## src/rtl/spi_minion_pkg.sv

```systemverilog
// Shared types and sizing helpers for the SPI minion frame interface.
package spi_minion_pkg;

  typedef enum logic [1:0] {
    IDLE  = 2'd0,
    SHIFT = 2'd1,
    DONE  = 2'd2
  } spi_state_e;

  localparam int NBITS_DEFAULT = 32;
  localparam int SYNC_DEFAULT  = 2;

  function automatic int cnt_width(input int n);
    return (n > 1) ? $clog2(n) : 1;
  endfunction

endpackage

```

## src/rtl/spi_pad_sync.sv

```systemverilog
// Multi-flop synchroniser for an asynchronous pad input, with edge strobes
// derived from the synced value and a one-cycle delayed copy.
module spi_pad_sync #(
  parameter int   SYNC_STAGES = 2,
  parameter logic RST_VAL     = 1'b0
) (
  input  logic clk,
  input  logic reset,
  input  logic d,
  output logic q,
  output logic rise,
  output logic fall
);

  logic [SYNC_STAGES-1:0] chain;
  logic                   q_d;

  always_ff @(posedge clk) begin
    if (reset) begin
      chain <= {SYNC_STAGES{RST_VAL}};
      q_d   <= RST_VAL;
    end else begin
      chain <= {chain[SYNC_STAGES-2:0], d};
      q_d   <= chain[SYNC_STAGES-1];
    end
  end

  assign q    = chain[SYNC_STAGES-1];
  assign rise = q & ~q_d;
  assign fall = ~q & q_d;

endmodule

```

## src/rtl/spi_minion_frame_if.sv

```systemverilog
// SPI mode-0 minion: one NBITS word in on mosi and one out on miso per
// chip-select frame, bridged to val/rdy streams toward the FFT core.
//
// state | meaning
// IDLE  | waiting for cs to fall
// SHIFT | exchanging bits on synced sclk edges
// DONE  | full word received, ignoring sclk until cs rises
module spi_minion_frame_if
  import spi_minion_pkg::*;
#(
  parameter int NBITS       = NBITS_DEFAULT,
  parameter int SYNC_STAGES = SYNC_DEFAULT
) (
  input  logic             clk,
  input  logic             reset,
  input  logic             cs,
  input  logic             sclk,
  input  logic             mosi,
  output logic             miso,
  output logic [NBITS-1:0] recv_msg,
  output logic             recv_val,
  input  logic             recv_rdy,
  input  logic [NBITS-1:0] send_msg,
  input  logic             send_val,
  output logic             send_rdy,
  output logic             overflow,
  output logic             underflow
);

  localparam int CNT_W = cnt_width(NBITS);

  logic cs_s, cs_rise, cs_fall;
  logic sclk_s, sclk_rise, sclk_fall;
  logic mosi_s, mosi_rise_unused, mosi_fall_unused;
  logic cs_s_unused, sclk_s_unused;

  spi_pad_sync #(.SYNC_STAGES(SYNC_STAGES), .RST_VAL(1'b1)) u_cs_sync (
    .clk(clk), .reset(reset), .d(cs), .q(cs_s), .rise(cs_rise), .fall(cs_fall)
  );
  spi_pad_sync #(.SYNC_STAGES(SYNC_STAGES), .RST_VAL(1'b0)) u_sclk_sync (
    .clk(clk), .reset(reset), .d(sclk), .q(sclk_s), .rise(sclk_rise), .fall(sclk_fall)
  );
  spi_pad_sync #(.SYNC_STAGES(SYNC_STAGES), .RST_VAL(1'b0)) u_mosi_sync (
    .clk(clk), .reset(reset), .d(mosi), .q(mosi_s), .rise(mosi_rise_unused), .fall(mosi_fall_unused)
  );

  assign cs_s_unused   = cs_s;
  assign sclk_s_unused = sclk_s;

  spi_state_e       state, state_nx;
  logic [CNT_W-1:0] bit_cnt;
  logic [NBITS-1:0] rx_shift, tx_shift;
  logic             start, abort, rx_step, tx_step, last_bit, push_pend;

  always_ff @(posedge clk) begin
    if (reset) state <= IDLE;
    else       state <= state_nx;
  end

  // cs_rise is checked first in SHIFT so a coincident sclk_rise never shifts.
  always_comb begin
    state_nx = state;
    start    = 1'b0;
    abort    = 1'b0;
    rx_step  = 1'b0;
    tx_step  = 1'b0;
    last_bit = 1'b0;
    case (state)
      IDLE: if (cs_fall) begin
        start    = 1'b1;
        state_nx = SHIFT;
      end
      SHIFT: begin
        if (cs_rise) begin
          abort    = 1'b1;
          state_nx = IDLE;
        end else begin
          if (sclk_rise) begin
            rx_step = 1'b1;
            if (bit_cnt == CNT_W'(NBITS - 1)) begin
              last_bit = 1'b1;
              state_nx = DONE;
            end
          end
          if (sclk_fall) tx_step = 1'b1;
        end
      end
      DONE: if (cs_rise) state_nx = IDLE;
      default: state_nx = IDLE;
    endcase
  end

  assign send_rdy = start & send_val;
  assign miso     = (state != IDLE) & tx_shift[NBITS-1];

  always_ff @(posedge clk) begin
    if (reset) begin
      bit_cnt   <= '0;
      rx_shift  <= '0;
      tx_shift  <= '0;
      push_pend <= 1'b0;
      recv_msg  <= '0;
      recv_val  <= 1'b0;
      overflow  <= 1'b0;
      underflow <= 1'b0;
    end else begin
      if (start) begin
        bit_cnt  <= '0;
        tx_shift <= send_val ? send_msg : '0;
        if (!send_val) underflow <= 1'b1;
      end
      if (abort) bit_cnt <= '0;
      if (rx_step) begin
        rx_shift <= {rx_shift[NBITS-2:0], mosi_s};
        bit_cnt  <= bit_cnt + CNT_W'(1);
      end
      if (tx_step) tx_shift <= {tx_shift[NBITS-2:0], 1'b0};
      // Push one cycle after the last rise so rx_shift already holds the full word.
      push_pend <= last_bit;
      if (push_pend) begin
        if (!recv_val || recv_rdy) begin
          recv_msg <= rx_shift;
          recv_val <= 1'b1;
        end else begin
          overflow <= 1'b1;
        end
      end else if (recv_rdy) begin
        recv_val <= 1'b0;
      end
    end
  end

endmodule

```

## config.mk

```make
export PLATFORM = sky130hd
export DESIGN_NAME = spi_minion_frame_if
export DESIGN_NICKNAME = d
export VERILOG_FILES = /design/src/rtl/spi_minion_pkg.sv /design/src/rtl/spi_pad_sync.sv /design/src/rtl/spi_minion_frame_if.sv
export SDC_FILE = /design/constraint.sdc
export NUM_CORES = 1
export LEC_CHECK = 0
export CAP_MARGIN = 15
export CORE_MARGIN = 1
export CORE_UTILIZATION = 44
export DETAILED_ROUTE_END_ITERATION = 16
export GPL_TIMING_DRIVEN = 0
export PLACE_DENSITY = 0.76
export SLEW_MARGIN = 5
export SYNTH_ARGS = -nofsm -noshare
export SYNTH_HDL_FRONTEND = slang
export SYNTH_HIERARCHICAL = 1
export SYNTH_SLANG_ARGS = --single-unit
```

## constraint.sdc

```tcl
create_clock -name clk -period 3.1 [get_ports clk]
set_input_delay 0.31 -clock clk [delete_from_list [all_inputs] [get_ports clk]]
set_output_delay 0.31 -clock clk [all_outputs]
set_load 0.005 [all_outputs]
```

==> flow_summary.ini, run 1 <==
[status]
outcome = completed

[global_routing]
antenna_found_initial = 0
grt_pass1_wl_um = 17300
grt_pass1_vias = 3802
grt_start_max_net_pins = 17
overflow = 0
track_usage_pct = 19.27

[floorplan]
die_w_um = 105.7
core-area_um2 = 10370
die_area_um2 = 11180
start_util_pct = 45.67
row_count = 37
ios = 76
die_h_um = 105.7

[final_layout]
drive_gt1_share_pct = 18.61
finalNonFillerCells = 754
nets = 646
num_antenna_cells = 0
area_growth_syn_to_layout_pct = 30.83

[sta]
setup_tns_ns = 0
clock_skew_ns = 0.007075
slew_headroom_pct = 54.01
slew_violations = 0
finalHoldViolCount = 0
fin_hold_ws_ns = 0.3619
grt_setup_unrepaired = false
fmax_mhz = 404.8
timing.final.ws_setup_ns = 0.6294
fin_crit_ns = 2.471
period_share_pct = 79.70
worstMarginPinSlew_ns = 0.6899
finalSetupViolCount = 0

[clock_network]
cts_max_level = 4
cts_tree = done
post_cts_buffers = 0
cts_made_buffers = 17
clkSinkCount = 115
holdBufCountCts = 0
root_buffer = clkbuf_8
clock_path_buffers = 2
clock_latency_ns = 0.51
ctsResizeCount = 0
clk_pin_slew_ns = 0.05

[routing]
drtAntennaViolNets = 0
post-route-drc-count = 0
dr.first_iter.drc_count = 252
wirelength_um = 10360
drtPass1Iterations = 4
via_count = 3991
wire_per_inst_um = 13.73
via_per_inst = 5.293

[placed_design]
dp_hpwl_um = 7020
dp_cells = 722
pre_cts_ws_ns = 0.8157
place.gp.congestion = 0.7681
io_buffers = 75

[power]
power_mw = 3.367
peakVddDrop_mv = 0.3596
p_leak_nw = 1.936
p_per_area_nw_per_um2 = 543.5

[worst_setup_path]
worst-setup-path-type = reg2out
crit_arrival_ns = 2.16
worstPathRequired_ns = 2.79
endpoint_kind = output pin
crit_fanout = 10
worstSetupStartpointType = register

[synth]
yosys_warnings = 6
synth_fp_nets = 552
syn_area_per_cell_um2 = 9.268
syn_inst = 511
synth_area_um2 = 4736

[run]
drv_cap = 0

[hold_path]
hp-class = in2reg
## cells in the final DEF (no fill, tap or decap), types with 3 or more instances in the layout
cell type and instances:
clkinv_4 8, a22oi_2 29, or2_1 3, a21oi_1 71, nor2_1 4, dfxtp_1 115
clkbuf_16 16, buf_8 3, nand2_1 69, buf_12 3, o21ai_0 34, a21oi_2 29
clkbuf_1 28, nor2b_1 10, buf_6 8, buf_2 6, inv_6 4, clkdlybuf4s50_1 75
nand3_1 64, a211oi_1 3
## worst paths after layout
kind,startpoint,end,slack [ns],depth (start not counted)
worst min register to register,u_cs_sync/chain[0]$_SDFF_PP1_,u_cs_sync/chain[1]$_SDFF_PP1_,0.42,1
worst min-delay path,sclk,u_sclk_sync/chain[0]$_SDFF_PP0_,0.36,2
worst max-delay path,u_cs_sync/chain[1]$_SDFF_PP1_,send_rdy,0.63,5
worst max register to register,u_cs_sync/chain[1]$_SDFF_PP1_,rx_shift[2]$_SDFFE_PP0P_,1.24,6
## layout make-up
type | count | area [µm²]
Tap cell | 136 | 170.2
Clock inverter | 15 | 125.1
Timing Repair Buffer | 75 | 750.7
Sequential cell | 115 | 2302
Multi-Input combinational cell | 343 | 2077
Inverter | 2 | 7.507
Clock buffer | 17 | 414.1
Fill cell | 892 | 4174
Buffer | 51 | 349.1
## power by group
group / total, mW / internal, mW / switching, mW
Clock: 1.72 / 0.996 / 0.719
Sequential: 1.50 / 1.49 / 0.00803
Combinational: 0.151 / 0.0793 / 0.0717
## sequential cells by signal, summed over array words and instances, names as in the netlist, 2 cells and up
register,flops
recv_msg,32
rx_shift,32
tx_shift,32
bit_cnt,5
state,2
u_cs_sync/chain,2
u_mosi_sync/chain,2
u_sclk_sync/chain,2
## layer usage
metal  routed length, µm  track usage (%)
met4                 152            6.845
met3                 535            5.133
met5                   0                0
met2                4799            30.86
met1                4868            24.94
## per-stage QoR
step | cell area, µm² | utilization (%)
4_1_cts | 6196 | 59.75
5_1_grt | 6196 | 59.75
3_3_place_gp | 5657 | 54.55
6_report | 6196 | 59.75
2_1_floorplan | 4736 | -
3_5_place_dp | 5657 | 54.55
## critical path, stage by stage, from the launching register on
cell and delay (ns):
dfxtp_1 0.31, and2b_1 0.26, nor4bb_1 0.22, buf_4 0.22, buf_12 0.15, clkdlybuf4s50_1 0.50
No activity file was read; power rests on OpenSTA's default activity.
==> run 2, diff against run 1 <==
- PLACE_DENSITY: 0.76 -> 0.78
- clock period: 3.1 -> 2.03 ns (I/O delays scaled with it)
==> flow_summary.ini, run 2 (synthesis gave the netlist of run 1 again) <==
[final_layout]
nets = 648
fill_cells = 883
reg.largest.list = recv_msg: 32 flops, rx_shift: 32 flops, tx_shift: 32 flops
regArea_um2 = 2303
area_growth_syn_to_layout_pct = 32.05
fin_area_um2 = 6254
multiInputGateArea_um2 = 2096
num_antenna_cells = 0
final_common_cell = dfxtp_1
postLayoutCoreUtil_pct = 60.30
drive_gt1_share_pct = 19.35
layout_common_cells = dfxtp_1 (114), clkdlybuf4s50_1 (74), a21oi_1 (71)

[worst_setup_path]
crit_fanout = 10
crit_arrival_ns = 1.74
worstRegToRegCells = 6
worstPathRequired_ns = 1.83
r2r-start = u_cs_sync/chain[1]$_SDFF_PP1_
worst-setup-path-type = reg2out
worstSetupStartpointType = register
rr_endpoint = rx_shift[5]$_SDFFE_PP0P_
reg2reg_slack_ns = 0.30
endpoint_kind = output pin

[power]
p_per_area_nw_per_um2 = 859.2
peakVddDrop_mv = 0.4495
p_leak_nw = 1.960

[sta]
fmax_mhz = 515.9
fin_hold_ws_ns = 0.2464
finalHoldViolCount = 0
worstMarginPinSlew_ns = 0.7064
grt_setup_unrepaired = false
timing.final.ws_setup_ns = 0.09156
finalSetupViolCount = 0
fin_crit_ns = 1.938
setup_tns_ns = 0
period_share_pct = 95.49
clock_skew_ns = 0.009855
slew_headroom_pct = 52.91
slew_violations = 0

[global_routing]
antenna_found_initial = 0
grt_start_max_net_pins = 17
track_usage_pct = 20.48
grt_pass1_vias = 3961
grt_pass1_wl_um = 18170
overflow = 0

[routing]
wirelength_um = 10950
via_count = 4011
wire_per_inst_um = 14.49
dr.first_iter.drc_count = 241
drtAntennaViolNets = 0
via_per_inst = 5.306
post-route-drc-count = 0
drtPass1Iterations = 7

[floorplan]
die_area_um2 = 11180
row_count = 37
core-area_um2 = 10370
die_h_um = 105.7
ios = 76
start_util_pct = 45.67
die_w_um = 105.7

[clock_network]
cts_tree = done
clock_path_buffers = 2
clock_latency_ns = 0.52
clkSinkCount = 115
clk_pin_slew_ns = 0.06
cts_max_level = 4
root_buffer = clkbuf_8
holdBufCountCts = 0
cts_made_buffers = 17

[placed_design]
pre_cts_ws_ns = -0.07863
place.gp.congestion = 0.7866
io_buffers = 75
dpl_cell_area_um2 = 5657
dp_hpwl_um = 7298

[hold_path]
hold_depth = 2
hp-class = in2reg
hold_path_startpoint = cs
hold_end = u_cs_sync/chain[0]$_SDFF_PP1_

[run]
drv_cap = 0

[status]
outcome = completed
run 2: per-stage QoR:
step	power, mW	instances
2_1_floorplan	2.457	511
3_3_place_gp	2.567	722
3_5_place_dp	2.573	722
4_1_cts	5.395	755
5_1_grt	5.541	756
6_report	5.373	756
run 2: power breakdown:
group,internal (mW),switching [mW]
registers,2.28,0.0131
clock network,1.78,1.07
logic,0.124,0.113
run 2: worst max path at each step:
stage                                  startpoint                         to  slack, ns  cells after the start
finish                      state[0]$_SDFFE_PP0P_                       miso       0.09                      3
global route                state[0]$_SDFFE_PP0P_                       miso       0.04                      3
CTS                 u_cs_sync/chain[1]$_SDFF_PP1_                   send_rdy    0.00007                      5
detailed placement                          reset  tx_shift[25]$_SDFFE_PP0P_      -0.08                      5
global placement                            reset  tx_shift[16]$_SDFFE_PP0P_      -0.07                      5
floorplan           u_cs_sync/chain[1]$_SDFF_PP1_  tx_shift[11]$_SDFFE_PP0P_       0.54                      6
run 2: per-layer routing:
layer / global-route usage, % / share of wire, % / up-vias
met5: 0 / 0 / -
met1: 26.09 / 47 / 1906
met2: 32.96 / 47 / 89
li1: - / - / 2004
met3: 6.555 / 4.6 / 12
met4: 6.151 / 0.96 / 0
run 2: layout make-up:
class / instances / area share [%]
inverters: 2 / 0.1200
well taps: 136 / 2.721
multi-input cells: 343 / 33.51
plain buffers: 51 / 5.582
clock inverters: 12 / 2.101
flip-flops and latches: 115 / 36.83
repair buffers: 77 / 12.16
clock buffers: 20 / 6.963
run 2: repair_timing:
action,4_1_cts,5_1_grt
endpoints found under the setup margin,1,2
resized for setup,3,5
hold endpoints to repair,0,0
pin swaps,0,0
buffers inserted,1,1
run 2: critical path: stages, from the launching register on:
cell	delay (ns)
dfxtp_2	0.37
buf_4	0.17
o21a_1	0.15
clkdlybuf4s50_1	0.53
